--- src/rtl/alu_arb_pkg.sv ---
// Shared types and constants for the two-requester ALU arbiter.
package alu_arb_pkg;

  // Arbiter FSM states
  typedef enum logic [1:0] {
    IDLE = 2'd0,
    EXEC = 2'd1,
    RESP = 2'd2
  } arb_state_t;

  // Default datapath widths; must match the shared alu_8bit
  localparam int DEF_DATA_W = 8;
  localparam int DEF_SEL_W  = 3;

  // Requester indices
  localparam logic REQ0 = 1'b0;
  localparam logic REQ1 = 1'b1;

  // One-hot encoding of a requester index onto a 2-bit channel vector
  function automatic logic [1:0] req_onehot(input logic idx);
    return (idx == REQ1) ? 2'b10 : 2'b01;
  endfunction

endpackage

--- src/rtl/alu_arbiter_rr_arb2.sv ---
// Two-input round-robin grant selection, purely combinational.
// When both requesters are valid the one named by rr_ptr wins.
module rr_arb2
  import alu_arb_pkg::*;
(
  input  logic [1:0] req_valid,
  input  logic       rr_ptr,
  output logic       grant_valid,
  output logic       grant_idx
);

  // Pick the single active requester, or rr_ptr on contention
  always_comb begin
    grant_valid = |req_valid;
    grant_idx   = REQ0;
    case (req_valid)
      2'b01:   grant_idx = REQ0;
      2'b10:   grant_idx = REQ1;
      2'b11:   grant_idx = rr_ptr;
      default: grant_idx = REQ0;
    endcase
  end

endmodule

--- src/rtl/alu_arbiter.sv ---
// Shares one ALU between two requesters with round-robin arbitration.
// Operands are held stable for ALU_LAT cycles, then result/carry are
// captured into a response register and offered back to the winner.
module alu_arbiter
  import alu_arb_pkg::*;
#(
  parameter int DATA_W  = DEF_DATA_W,
  parameter int SEL_W   = DEF_SEL_W,
  parameter int ALU_LAT = 1
)
(
  input  logic              clk,
  input  logic              rst_n,
  input  logic [1:0]        req_valid,
  output logic [1:0]        req_ready,
  input  logic [SEL_W-1:0]  req0_sel,
  input  logic [DATA_W-1:0] req0_a,
  input  logic [DATA_W-1:0] req0_b,
  input  logic [SEL_W-1:0]  req1_sel,
  input  logic [DATA_W-1:0] req1_a,
  input  logic [DATA_W-1:0] req1_b,
  output logic [1:0]        rsp_valid,
  input  logic [1:0]        rsp_ready,
  output logic [DATA_W-1:0] rsp_data,
  output logic              rsp_cout,
  output logic [DATA_W-1:0] alu_a,
  output logic [DATA_W-1:0] alu_b,
  output logic [SEL_W-1:0]  alu_sel,
  input  logic [DATA_W-1:0] alu_result,
  input  logic              alu_cout,
  output logic              busy,
  output logic [7:0]        op_count
);

  // Settle counter is wide enough for the full 1..15 latency range
  localparam int CNT_W = 4;
  localparam logic [CNT_W-1:0] SETTLE_LOAD = CNT_W'(ALU_LAT - 1);

  arb_state_t        state;
  arb_state_t        next_state;
  logic              grant;
  logic              rr_ptr;
  logic [CNT_W-1:0]  settle_cnt;
  logic              arb_valid;
  logic              arb_idx;
  logic              handshake;
  logic              exec_done;
  logic              rsp_done;

  rr_arb2 u_rr_arb2 (
    .req_valid   (req_valid),
    .rr_ptr      (rr_ptr),
    .grant_valid (arb_valid),
    .grant_idx   (arb_idx)
  );

  // rst_n gates the handshake so req_ready stays low while reset is held
  assign handshake = (state == IDLE) && arb_valid && rst_n;
  assign exec_done = (state == EXEC) && (settle_cnt == '0);
  assign rsp_done  = (state == RESP) && rsp_ready[grant];

  // State register
  always_ff @(posedge clk or negedge rst_n) begin
    if (!rst_n) state <= IDLE;
    else        state <= next_state;
  end

  // Next-state logic: accept, settle, then wait for the response to drain
  always_comb begin
    next_state = state;
    case (state)
      IDLE:    if (handshake) next_state = EXEC;
      EXEC:    if (exec_done) next_state = RESP;
      RESP:    if (rsp_done)  next_state = IDLE;
      default: next_state = IDLE;
    endcase
  end

  // Grant, priority pointer, settle counter and completed-op counter
  always_ff @(posedge clk or negedge rst_n) begin
    if (!rst_n) begin
      grant      <= REQ0;
      rr_ptr     <= REQ0;
      settle_cnt <= '0;
      op_count   <= '0;
    end else begin
      if (handshake) begin
        grant      <= arb_idx;
        settle_cnt <= SETTLE_LOAD;
      end else if ((state == EXEC) && (settle_cnt != '0)) begin
        settle_cnt <= settle_cnt - 1'b1;
      end
      if (rsp_done) begin
        op_count <= op_count + 8'd1;
        rr_ptr   <= ~grant;
      end
    end
  end

  // Operand latch on handshake and result capture at the end of settling
  always_ff @(posedge clk or negedge rst_n) begin
    if (!rst_n) begin
      alu_a    <= '0;
      alu_b    <= '0;
      alu_sel  <= '0;
      rsp_data <= '0;
      rsp_cout <= 1'b0;
    end else begin
      if (handshake) begin
        if (arb_idx == REQ1) begin
          alu_a   <= req1_a;
          alu_b   <= req1_b;
          alu_sel <= req1_sel;
        end else begin
          alu_a   <= req0_a;
          alu_b   <= req0_b;
          alu_sel <= req0_sel;
        end
      end
      if (exec_done) begin
        rsp_data <= alu_result;
        rsp_cout <= alu_cout;
      end
    end
  end

  // Handshake and status outputs derived from the current state
  always_comb begin
    req_ready = 2'b00;
    rsp_valid = 2'b00;
    if (handshake)      req_ready = req_onehot(arb_idx);
    if (state == RESP)  rsp_valid = req_onehot(grant);
    busy = (state != IDLE);
  end

endmodule

--- config.mk ---
export PLATFORM = sky130hd
export DESIGN_NAME = alu_arbiter
export DESIGN_NICKNAME = d
export VERILOG_FILES = /design/src/rtl/alu_arb_pkg.sv /design/src/rtl/alu_arbiter_rr_arb2.sv /design/src/rtl/alu_arbiter.sv
export SDC_FILE = /design/constraint.sdc
export NUM_CORES = 1
export LEC_CHECK = 0
export ABC_CLOCK_PERIOD_IN_PS = 2600
export CAP_MARGIN = 20
export CORE_UTILIZATION = 44
export CTS_CLUSTER_SIZE = 28
export DETAILED_ROUTE_END_ITERATION = 8
export PLACE_DENSITY = 0.86
export SETUP_SLACK_MARGIN = 0.5
export SKIP_CTS_REPAIR_TIMING = 1
export SYNTH_ARGS = -nofsm -noshare
export SYNTH_HDL_FRONTEND = slang
export SYNTH_HIERARCHICAL = 1
export SYNTH_SLANG_ARGS = --single-unit
--- constraint.sdc ---
create_clock -name clk -period 2.6 [get_ports clk]
set_clock_uncertainty 0.1 [all_clocks]
set_input_delay 0.52 -clock clk [delete_from_list [all_inputs] [get_ports clk]]
set_output_delay 0.52 -clock clk [all_outputs]
set_load 0.01 [all_outputs]
Yosys cells after proc, flatten, opt, wreduce, memory -nomap -nowiden
Index checks and enable logic that the tools add are counted.
- register bits after elaboration: 44
- input port bits: 53
- output and inout port bits: 41
- word-level logic and storage cells: 49
- add/subtract/negate cells: 2
- order comparisons: 1
- equal/unequal tests: 7
- muxes and demuxes: 16
- bitwise logic cells: 1
- reductions and logical operators: 12
- operator list (cell ; count):
    $mux W8 ; 2
    $mux W2 ; 7
    $add A8 B1 Y8 const B ; 1
    $mux W4 ; 2
    $eq A2 B2 Y1 const B ; 3
    $ne A2 B2 Y1 const B ; 3
    $pmux W2 S3 ; 1
    $logic_and A1 B1 Y1 ; 5
    $logic_not A4 Y1 ; 1
    $reduce_bool A2 Y1 ; 2
    $reduce_bool A4 Y1 ; 1
    $sub A4 B1 Y4 const B ; 1
    $mux W3 ; 1
    $reduce_and A3 Y1 ; 1
    $eq A2 B1 Y1 const B ; 1
    $logic_not A2 Y1 ; 1
    $lt A1 B2 Y1 const B ; 1
    $mux W1 ; 2
    $pmux W1 S2 ; 1
    $reduce_or A2 Y1 ; 1
    $not A1 Y1 ; 1

Longest topological paths before layout
- word-level depth: 5
- depth in mapped cells: 6

By module
The synthesis kept the hierarchy.
- by module, submodules not included (module ; times used ; cells each ; area each (um^2) ; seq. area each (um^2)):
    alu_arbiter ; 1 ; 177 ; 2006.9 ; 1101.1
    rr_arb2 ; 1 ; 3 ; 17.5 ; 0.0

Worst setup path after synthesis
No wires, ideal clock.
- path kind: in2out
- from: in req_valid[1]
- to: out req_ready[0]
- arrival: 1.223 ns
- data required time: 1.980 ns
- path slack: 0.757 ns
- stages: 5
- path buffers: 2
- cells stage by stage: or2_1 nand4bb_1 buf_2 buf_2 nor2_1
- longest elaborated chain between the ends: 4
- elaborated cells between the ends (all ways): 8
- ends and longest elaborated chain (item ; RTL line ; source):
    start: declaration ; alu_arbiter.sv:14 ; input logic [1:0] req_valid,
    $eq A2 B2 Y1 / $reduce_or A2 Y1 (equally long branches) ; alu_arbiter_rr_arb2.sv:16, alu_arbiter_rr_arb2.sv:14 ;
    $pmux W1 S2 / $logic_and A1 B1 Y1 (equally long branches) ; alu_arbiter_rr_arb2.sv:16, alu_arbiter.sv:58 ;
    $mux W2 / $logic_and A1 B1 Y1 (equally long branches) ; alu_arb_pkg.sv:21, alu_arbiter.sv:58 ;
    $mux W2 (*) ; alu_arbiter.sv:131 ; if (handshake) req_ready = req_onehot(arb_idx);
    end: declaration ; alu_arbiter.sv:15 ; output logic [1:0] req_ready,
Every way passes the cells marked *; elsewhere a longest branch is shown, timed or not.

Worst setup path after layout
- from: reg state[0]
- to: out req_ready[1]
- longest elaborated chain between the ends: 4
- ends and longest elaborated chain (item ; RTL line ; source):
    start: declaration ; alu_arbiter.sv:39 ; arb_state_t state;
    start signal: assignment ; alu_arbiter.sv:65 ; else state <= next_state;
    $logic_not A2 Y1 ; alu_arbiter.sv:58 ; assign handshake = (state == IDLE) && arb_valid && rst_n;
    $logic_and A1 B1 Y1 (2 in a row) ; alu_arbiter.sv:58 ;
    $mux W2 ; alu_arbiter.sv:131 ;
No other way between the ends.

==> impl_metrics.yaml <==
synth:
  synth_area_sq_um: 2020
  synthMuxAreaShare_pct: 16.1
  ys.warnings.count: 6
  synth_fa_ha_area_share_pct: 1.85
  yosys.area_share.simple_pct: 12.4
  synth_top_family_by_area: "multiplexers"
  synth_cell_type_count: 33
  synth-compound-area-share_pct: 8.84
  synth_fp_nets: 236
  ys_seq_elements: 44
  synth_xor_area_share_pct: 3.03
  yosysSeqAreaShare_pct: 54.4
  syn_inst: 180
  synthArstFlopShare_pct: 100
  synth_edf_count: 0
  avgSynthCellArea_sq_um: 11.2
  synth_ff_type: "dfrtp_1"
clock_tree:
  cts.sinks: 44
  clkLatencyLatePin_ns: 0.29
  path_clk_slew_ns: 0.08
  cts_tree: "done"
  htreeDepth: 2
  cts-root-buf: "clkbuf_8"
  cts_made_buffers: 5
  cts.path.max_buffers: 2
critical_path:
  rr_worst_depth: 4
  crit_arrival_ns: 1.43
  reg2reg_slack_ns: 0.87
  crit_path_end_kind: "output port"
  crit_fanout: 5
  worstSetupPathType: "reg -> out"
  worstPathRequired_ns: 1.98
  r2r-start: "settle_cnt[0]"
  reg2reg_to: "rsp_data[5]"
  worst_setup_path_start_kind: "register"
routing:
  drt-vias-per-instance: 5.11
  drt_iter0_drc: 104
  ant_nets: 0
  totalWireLength_um: 4800
  vias: 1717
  drc: 0
  routedWlPerCell_um: 14.3
  dr.pass1.iters: 4
timing:
  tightestPinTransition_ns: 0.480
  fin_hold_ws_ns: 0.142
  finalCritPeriodShare_pct: 79.0
  period_minus_slack_ns: 2.05
  slew_viol_final: 0
  layout_setup_ws_ns: 0.545
  hold_viol: 0
  setup_viol: 0
  setup-tns-final_ns: 0
  clock.fmax_mhz: 487
  grt_setup_unrepaired: "false"
  relSlewSlack_pct: 67.9
floorplan:
  dieWidth_um: 69.8
  coreArea_sq_um: 4380
  die_area_sq_um: 4880
  rows: 24
  pin_count: 94
  die_h_um: 69.8
  start_util_pct: 46.2
cells_and_area:
  area_growth_pct: 57.5
  nets: 339
  drive_gt1_share_pct: 14.8
  diodes: 0
  layout_commonest_cell: "clkdlybuf4s50_1"
  final_cell_mix: "85 x clkdlybuf4s50_1, 42 x dfrtp_1, 24 x o21ai_0, 20 x mux2i_1, 20 x nand2_1"
  final_cells: 336
  post-route-util_pct: 72.7
  final_area_sq_um: 3190
status:
  status: "completed"
global_routing:
  grt_pass1_wl_um: 7930
  overflow: 0
  grt_max_degree: 43
  grtUsageTotal_pct: 20.7
  antenna_found_initial: 0
  grt_pass1_vias: 1715
power_and_ir_drop:
  p_int_mw: 2.08
  netSwitchingFraction_pct: 32.8
  leakage_nw: 1.50
  pwr-share-comb_pct: 45.5
  powerDensity_nw_per_um2: 973
  p_clk_share_pct: 16.4
  p_total_mw: 3.10
  p_sw_mw: 1.02
  power.share.sequential_pct: 38.2
  ir_worst_vdd_v: 0.000547
placed_design:
  port_buffers: 93
  place_area_sq_um: 3030
  gp_congestion: 0.817
  dpl.hpwl_um: 3520
  preCtsSetupSlack_ns: -0.0661
  placed_cells: 323
worst_hold_path:
  min_path_type: "in -> async"
job:
  maxCapViolCount: 0
[final cells by class]
cell class                      count  area [sq um]
Multi-Input combinational cell    120           861
Sequential cell                    44          1100
Clock buffer                        6          72.6
Clock inverter                      2          35.0
Timing Repair Buffer              105          1030
Inverter                            7          26.3
Fill cell                         330          1190
Tap cell                           52          65.1
[critical path: stages (launching register included)]
cell,delay (ns)
dfrtp_2,0.44
buf_4,0.14
and4bb_2,0.30
and2_4,0.14
buf_2,0.12
[worst max path at each step]
| stage | slack, ns | cells after the start | from | end |
|---|---|---|---|---|
| 4_1_cts | -0.07 | 5 | req_valid[1] | req_ready[1] |
| 6_report | 0.55 | 4 | state[0] | req_ready[1] |
| 3_5_place_dp | -0.07 | 5 | req_valid[1] | req_ready[1] |
| 2_1_floorplan | 0.76 | 5 | req_valid[1] | req_ready[0] |
| 3_3_place_gp | -0.05 | 5 | req_valid[1] | req_ready[1] |
| 5_1_grt | 0.50 | 4 | state[0] | req_ready[1] |
[cells by family after synthesis]
group	after synthesis
AOI/OAI and AO/OA	32
xor gates and xnor gates	7
adders and majority gates	3
buffers and inverters	16
DFF	44
muxes	31
and+or+nand+nor	47
[cell usage after synthesis, drive strengths merged (3+ instances only)]
library cell  instances  area share, %
mux2i                21             11
mux2                 10            5.6
xor2                  7            3.0
nand3                 3           0.74
nor4                  3           0.93
nand2                20            3.7
inv                   7            1.3
or2                   3           0.93
dfrtp                44             54
nor2                  4           0.74
nor3b                 3            1.4
buf                   7            1.7
o21ai                24            5.9
ha                    3            1.9
[state kept, by name (all words and copies together), names as in the netlist]
signal,count
rsp_cout,1
alu_b,8
grant,1
settle_cnt,4
state,2
rr_ptr,1
alu_sel,3
op_count,8
rsp_data,8
alu_a,8
[metal layers]
metal	share of wire [%]	global-route usage [%]
met4	1.7	6.67
met3	6.0	6.83
met5	0	0
met2	51	35.6
met1	41	24.5
[power groups by stage]
stage | sequential [mW] | combinational, mW | clock [mW]
floorplan | 1.28 | 0.525 | 0
global placement | 1.18 | 1.34 | 0
detailed placement | 1.20 | 1.37 | 0
CTS | 1.19 | 1.39 | 0.520
global route | 1.24 | 1.53 | 0.550
finish | 1.18 | 1.41 | 0.507
No activity file was read; power rests on OpenSTA's default activity.
